### src/rtl/mult_pkg.sv
// Shared types and defaults for the sequential shift-and-add multiplier.
package mult_pkg;

  localparam int unsigned DEFAULT_N = 16;

  typedef enum logic {
    IDLE = 1'b0,
    RUN  = 1'b1
  } state_e;

endpackage

### src/rtl/nbit_adder_carry.sv
// W-bit unsigned adder exposing the carry-out as a separate bit.
module nbit_adder_carry #(
  parameter int unsigned W = 16
) (
  input  logic [W-1:0] a_i,
  input  logic [W-1:0] b_i,
  output logic [W-1:0] sum_o,
  output logic         cout_o
);

  always_comb begin
    {cout_o, sum_o} = {1'b0, a_i} + {1'b0, b_i};
  end

endmodule

### src/rtl/nbit_seq_multiplier.sv
// Unsigned N x N shift-and-add multiplier: one adder reused over N cycles,
// start/done handshake, 2N-bit product held until the next completion.
module nbit_seq_multiplier
  import mult_pkg::*;
#(
  parameter int unsigned N = DEFAULT_N
) (
  input  logic           clk,
  input  logic           rst,
  input  logic           start,
  input  logic [N-1:0]   in0,
  input  logic [N-1:0]   in1,
  output logic           busy,
  output logic           done,
  output logic [2*N-1:0] out0
);

  localparam int unsigned CW = $clog2(N);

  state_e          state_q, state_d;
  logic [CW-1:0]   count_q, count_d;
  logic [N-1:0]    acc_q, acc_d;
  logic [N-1:0]    mcand_q, mcand_d;
  logic [N-1:0]    mplier_q, mplier_d;
  logic [2*N-1:0]  out_q, out_d;
  logic            done_q, done_d;

  logic [N-1:0]    addend;
  logic [N-1:0]    sum;
  logic            carry;
  logic [N-1:0]    acc_shift;
  logic [N-1:0]    mplier_shift;
  logic            last_iter;

  assign addend = mplier_q[0] ? mcand_q : '0;

  nbit_adder_carry #(
    .W (N)
  ) u_adder (
    .a_i    (acc_q),
    .b_i    (addend),
    .sum_o  (sum),
    .cout_o (carry)
  );

  // {carry, sum, mplier} shifted right by one: the carry lands in the top of
  // acc, and the sum LSB becomes the new product bit entering mplier.
  assign acc_shift    = {carry, sum[N-1:1]};
  assign mplier_shift = {sum[0], mplier_q[N-1:1]};
  assign last_iter    = (count_q == CW'(N - 1));

  always_ff @(posedge clk or posedge rst) begin
    if (rst) begin
      state_q  <= IDLE;
      count_q  <= '0;
      acc_q    <= '0;
      mcand_q  <= '0;
      mplier_q <= '0;
      out_q    <= '0;
      done_q   <= 1'b0;
    end else begin
      state_q  <= state_d;
      count_q  <= count_d;
      acc_q    <= acc_d;
      mcand_q  <= mcand_d;
      mplier_q <= mplier_d;
      out_q    <= out_d;
      done_q   <= done_d;
    end
  end

  always_comb begin
    state_d  = state_q;
    count_d  = count_q;
    acc_d    = acc_q;
    mcand_d  = mcand_q;
    mplier_d = mplier_q;
    out_d    = out_q;
    done_d   = 1'b0;

    unique case (state_q)
      IDLE: begin
        if (start) begin
          mcand_d  = in0;
          mplier_d = in1;
          acc_d    = '0;
          count_d  = '0;
          state_d  = RUN;
        end
      end
      RUN: begin
        acc_d    = acc_shift;
        mplier_d = mplier_shift;
        count_d  = count_q + CW'(1);
        if (last_iter) begin
          out_d   = {acc_shift, mplier_shift};
          done_d  = 1'b1;
          state_d = IDLE;
        end
      end
      default: begin
        state_d = IDLE;
      end
    endcase
  end

  assign busy = (state_q == RUN);
  assign done = done_q;
  assign out0 = out_q;

endmodule

### config.mk
export PLATFORM = sky130hd
export DESIGN_NAME = nbit_seq_multiplier
export DESIGN_NICKNAME = d
export VERILOG_FILES = /design/src/rtl/mult_pkg.sv /design/src/rtl/nbit_adder_carry.sv /design/src/rtl/nbit_seq_multiplier.sv
export SDC_FILE = /design/constraint.sdc
export NUM_CORES = 1
export LEC_CHECK = 0
export CORE_ASPECT_RATIO = 1.75
export CORE_MARGIN = 2
export CORE_UTILIZATION = 55
export DETAILED_ROUTE_END_ITERATION = 10
export HOLD_SLACK_MARGIN = 0.03
export PLACE_DENSITY = 0.8
export SLEW_MARGIN = 20
export SYNTH_ARGS = -nofsm -noshare
export SYNTH_HDL_FRONTEND = slang
export SYNTH_SLANG_ARGS = --single-unit
### constraint.sdc
create_clock -name clk -period 8.04 [get_ports clk]
set_input_delay 1.608 -clock clk [delete_from_list [all_inputs] [get_ports clk]]
set_output_delay 1.608 -clock clk [all_outputs]
set_load 0.005 [all_outputs]
# Yosys cells after proc, flatten, opt, wreduce, memory -nomap -nowiden
# Cells that the tools add are included.
[totals] ff_bits=86 latchBits=0 mem_bits_rw=0 romBits=0 inputBits=35 out_inout_bits=34 wordCells=26 mem_count=0
[classes] n_addsub=2 multipliers=0 n_div=0 magnitude_cmp=0 eq_ne=2 shifts=0 muxes=12 bitwise_logic=1 n_reduce_logical=2
[ops] op="16-bit one-hot mux with 2 select lines" count=2
[ops] op="16-bit 2-to-1 mux" count=3
[ops] op="16-bit by 16-bit adder with 17-bit output" count=1
[ops] op="4-bit one-hot mux with 2 select lines" count=1
[ops] op="4-bit by 1-bit adder with 4-bit output, second input constant" count=1
[ops] op="4-bit equality test, second input constant" count=1
[ops] op="1-bit 2-to-1 mux" count=4
[ops] op="4-bit 2-to-1 mux" count=1
[ops] op="2-bit AND reduction" count=2
[ops] op="2-bit inequality test, second input constant" count=1
[ops] op="1-bit one-hot mux with 2 select lines" count=1
[ops] op="1-bit inverter" count=1

# Depth between registers and ports, before layout
[logic_depth] depth_word=3 depth_mapped=10 ltp_nobuf=9

# Cells and area by module
# From an unflattened synthesis, not the netlist that was laid out.
[hier_totals] hier_cells=410 area_unflattened_um2=4270.3
[by_module_without_submodules] module="nbit_seq_multiplier" n_inst=1 cells_each=313 area_each_um2=3525.9 seq_area_each_um2=2152.1
[by_module_without_submodules] module="nbit_adder_carry" n_inst=1 cells_each=97 area_each_um2=744.5 seq_area_each_um2=0.0

# Worst setup path before layout
# No wires, ideal clock.
[synth_path] path_kind="input to register" start="in start" end="reg mcand_q[0]" setup_time_ns=0.125 t_arrival_ns=2.859 required_time_ns=7.915 slack_ns=5.056 stages=5 path_buffers=2 cell_sequence="buf_2 inv_1 nor2_1 buf_2 mux2_2"
[synth_between] elab_chain_cells=1
[synth_lines] element="start, declared" line="nbit_seq_multiplier.sv:10" source="input logic start,"
[synth_lines] element="2-bit AND reduction (no line)"
[synth_lines] element="end signal, assigned" line="nbit_seq_multiplier.sv:65" source="mcand_q <= mcand_d;"
[synth_lines] element="end, declared" line="nbit_seq_multiplier.sv:23" source="logic [N-1:0] mcand_q, mcand_d;"
# Every way passes these cells.
# A chain may end at the register's enable or synchronous reset.

# Worst setup path in the final report
[layout_path] start="in start" end="reg mcand_q[14]"
# The elaborated chain is that of the path after synthesis.

==> metrics <==
syn_nets=501; placed insts=587; Slew Viols, Final=0; top_reg_cell synth=dfrtp_1; RSZ-0062 raised after global routing=false; worst slew pin tran=1.08 ns; post-CTS setup buffer count=0; status=finished, final reports clean; top-area cell type share of the netlist area=49.1%; CP Capture Type=flip-flop; final WL=9.86 mm; clock power share=18.4%; CP max stage cell=clkdlybuf4s50_1; Diodes inserted=0; reg2reg start=mplier_q[0]; CTS tree=done; first-pass GRT wire length=16.3 mm; Post-DRT Antenna Nets=0; total number of vias=3524; clk_skew=0.00710 ns; Layout area overhead=23.6%; final std cells w/o fill=602; row cnt=43; worst setup path startpoint=start; I/O pin count=69; fin crit share=44.5%; Fill cells=625; core footprint=0.00786 mm^2; hold path startpoint=out0[3]; clk_lat worst skew=0.34 ns; # Max-Cap Violations=0; Final setup viols=0; worst vdd ir=206 uV; Net count, final=561; total congestion overflow=0; Initial Util=55.8%; CP Max Fanout=18; Tot GR Track Use=24.0%; part of the power in registers=34.8%; max incr delay on CP=1.16 ns; total number of yosys warnings=0; Die Width=71.5 um; Synth area leaders=dfrtp_1 49%, nand2_1 8.2%, ha_1 4.9%, o21ai_0 4.6%, mux2_2 4.4%; Fin. Hold Viols=0; Setup CP Type=in -> reg; Gate power share=46.8%; WL/cell=16.4 um; Peak Freq=0.279 GHz; clock sinks=86; largest net degree at the start of global routing=87; Critical Path RT=8.27 ns; Sw Share=37.2%; layout cells sized above 1=9.18%; TritonRoute pass-1 iters=5; Seq/Total Area, Yosys=49.1%; H-tree levels=3; synth unique cells=48; cell taking the most area after synthesis=dfrtp_1; Synth Register Bits=86; min-delay worst type=reg -> reg; Mean Syn Cell Area=9.78 um^2; Cell Int Power=1.40 mW; TritonCTS Buffers=9; vias in the first global route=3498; Netlist Area Pre-Place=0.00438 mm^2; Startpoint Class=primary input; Slew headroom=28.2%; # resized after CTS=0; multi-input logic area=0.00210 mm^2; CTS Hold Bufs=0; setup TNS=0 ns; switching power=0.827 mW; worst-path cell chain=clkdlybuf4s50_1, inv_1, nor2_1, buf_4, mux2_2; placed cell area=0.00512 mm^2; DRC viols=0; Final Critical Period=3.58 ns; full die area=0.00872 mm^2; leak pwr=2.47 nW; WHS=0.472 ns; post-synthesis cell count=448; port bufs=68; clock buffer depth=2; Post-synth EDFFs=0; routability congestion estimate=0.876; pwr/cell area=411 mW/mm^2; Die Height=122 um; clock root cell=clkbuf_16; Sequential Area=0.00215 mm^2; asr flop ratio synth=100%; initial DRC count=343; Arrival @ worst endpoint=3.81 ns; Top Family by Delay on Critical Path=buffers and inverters; final instance area=0.00541 mm^2; DR vias/cell=5.85; WP buf/inv=3; initial antenna violation count=0; clk slew on worst S/H paths=0.06 ns; hpwl dp=6.67 mm
-- per-stage QoR --
stage | power, mW | setup slack, ns | util, %
2_1_floorplan | 1.46 | 4.21 | -
3_3_place_gp | 1.77 | 4.13 | 65.2
3_5_place_dp | 1.82 | 4.09 | 65.2
4_1_cts | 2.24 | 4.44 | 68.9
5_1_grt | 2.40 | 4.32 | 68.9
6_report | 2.22 | 4.46 | 68.9
-- cell usage in the layout, fill, tap and decap left out, types with 7 or more instances in the layout --
master	n
o21ai_0	40
a21oi_1	17
or3_1	9
clkbuf_16	9
nand3_1	11
clkdlybuf4s50_1	68
nand2_1	96
inv_1	8
nor2_1	14
and2_1	20
dfrtp_1	86
mux2i_1	18
o211ai_1	7
mux2_2	17
ha_1	17
-- synthesized netlist by cell type (2+ instances only) --
| cell | n |
|---|---|
| nand4_1 | 5 |
| nor2_1 | 14 |
| mux2i_1 | 18 |
| inv_1 | 9 |
| a31o_1 | 3 |
| o21ai_0 | 40 |
| o21bai_1 | 2 |
| xor2_1 | 4 |
| dfrtp_1 | 86 |
| a32o_1 | 4 |
| a21oi_1 | 17 |
| a21boi_0 | 2 |
| a31o_2 | 4 |
| clkbuf_1 | 19 |
| o31ai_1 | 4 |
| and2_1 | 20 |
| nor3_1 | 3 |
| a31oi_1 | 2 |
| o21a_1 | 2 |
| and3_1 | 2 |
| o211ai_1 | 7 |
| a211oi_1 | 2 |
| or3_1 | 9 |
| ha_1 | 17 |
| a22o_1 | 2 |
| mux2_2 | 17 |
| o21ai_1 | 2 |
| buf_2 | 3 |
| a21o_1 | 4 |
| nand2_1 | 96 |
| buf_1 | 2 |
| nand3_1 | 11 |
-- logic make-up after synthesis --
logic type / count (synthesis) / synth area share (%)
buffers and inverters: 33 / 2.91
DFF: 86 / 49.1
xor gates and xnor gates: 5 / 1.00
and+or+nand+nor: 165 / 17.1
adders and majority gates: 18 / 5.31
AOI/OAI and AO/OA: 106 / 16.0
muxes: 35 / 8.48
-- worst reg2reg max path, stage by stage, from the launching register on --
cell and delay [ns]:
dfrtp_1 0.67, and2_1 0.22, ha_1 0.18, inv_1 0.06, fa_1 0.39, nor2b_1 0.20
o211ai_1 0.22, a21oi_1 0.47, o21ai_0 0.23, a32o_1 0.28
-- power by group through the flow --
stage / clock, mW / combinational (mW) / sequential [mW]
2_1_floorplan: 0 / 0.705 / 0.752
3_3_place_gp: 0 / 0.997 / 0.772
3_5_place_dp: 0 / 1.04 / 0.782
4_1_cts: 0.417 / 1.04 / 0.776
5_1_grt: 0.432 / 1.17 / 0.799
6_report: 0.410 / 1.04 / 0.774
-- layer usage --
layer  share of wire (%)  vias up  track usage, %
met4                 3.3        0            12.7
met3                 5.4       26            3.47
met1                  39     1702            27.6
met5                   0        -               0
met2                  53      101            42.5
li1                    -     1695               -
-- sequential cells by signal, summed over array words and instances (netlist names) --
register	count
mcand_q	16
done	1
acc_q	16
count_q	4
out0	32
busy	1
mplier_q	16
-- path summary, 6_finish.rpt --
check                           cells after the start  slack, ns          end
worst max-delay path                                5       4.46  mcand_q[14]
worst min-delay path                                2       0.47      out0[3]
worst max register to register                      9       5.02    acc_q[11]
worst min register to register                      2       0.47      out0[3]
max in group asynchronous                           3       5.71     out0[12]
min in group asynchronous                           3       1.78      out0[5]
-- cell type report --
| type | instances | area share [%] |
|---|---|---|
| clock inverter | 4 | 0.878 |
| inverter | 9 | 0.647 |
| sequential | 86 | 39.8 |
| multi-input combinational | 329 | 38.8 |
| tap | 90 | 2.08 |
| clock buffer | 11 | 4.48 |
| timing repair buffer | 73 | 13.3 |
No activity file was read; power rests on OpenSTA's default activity.
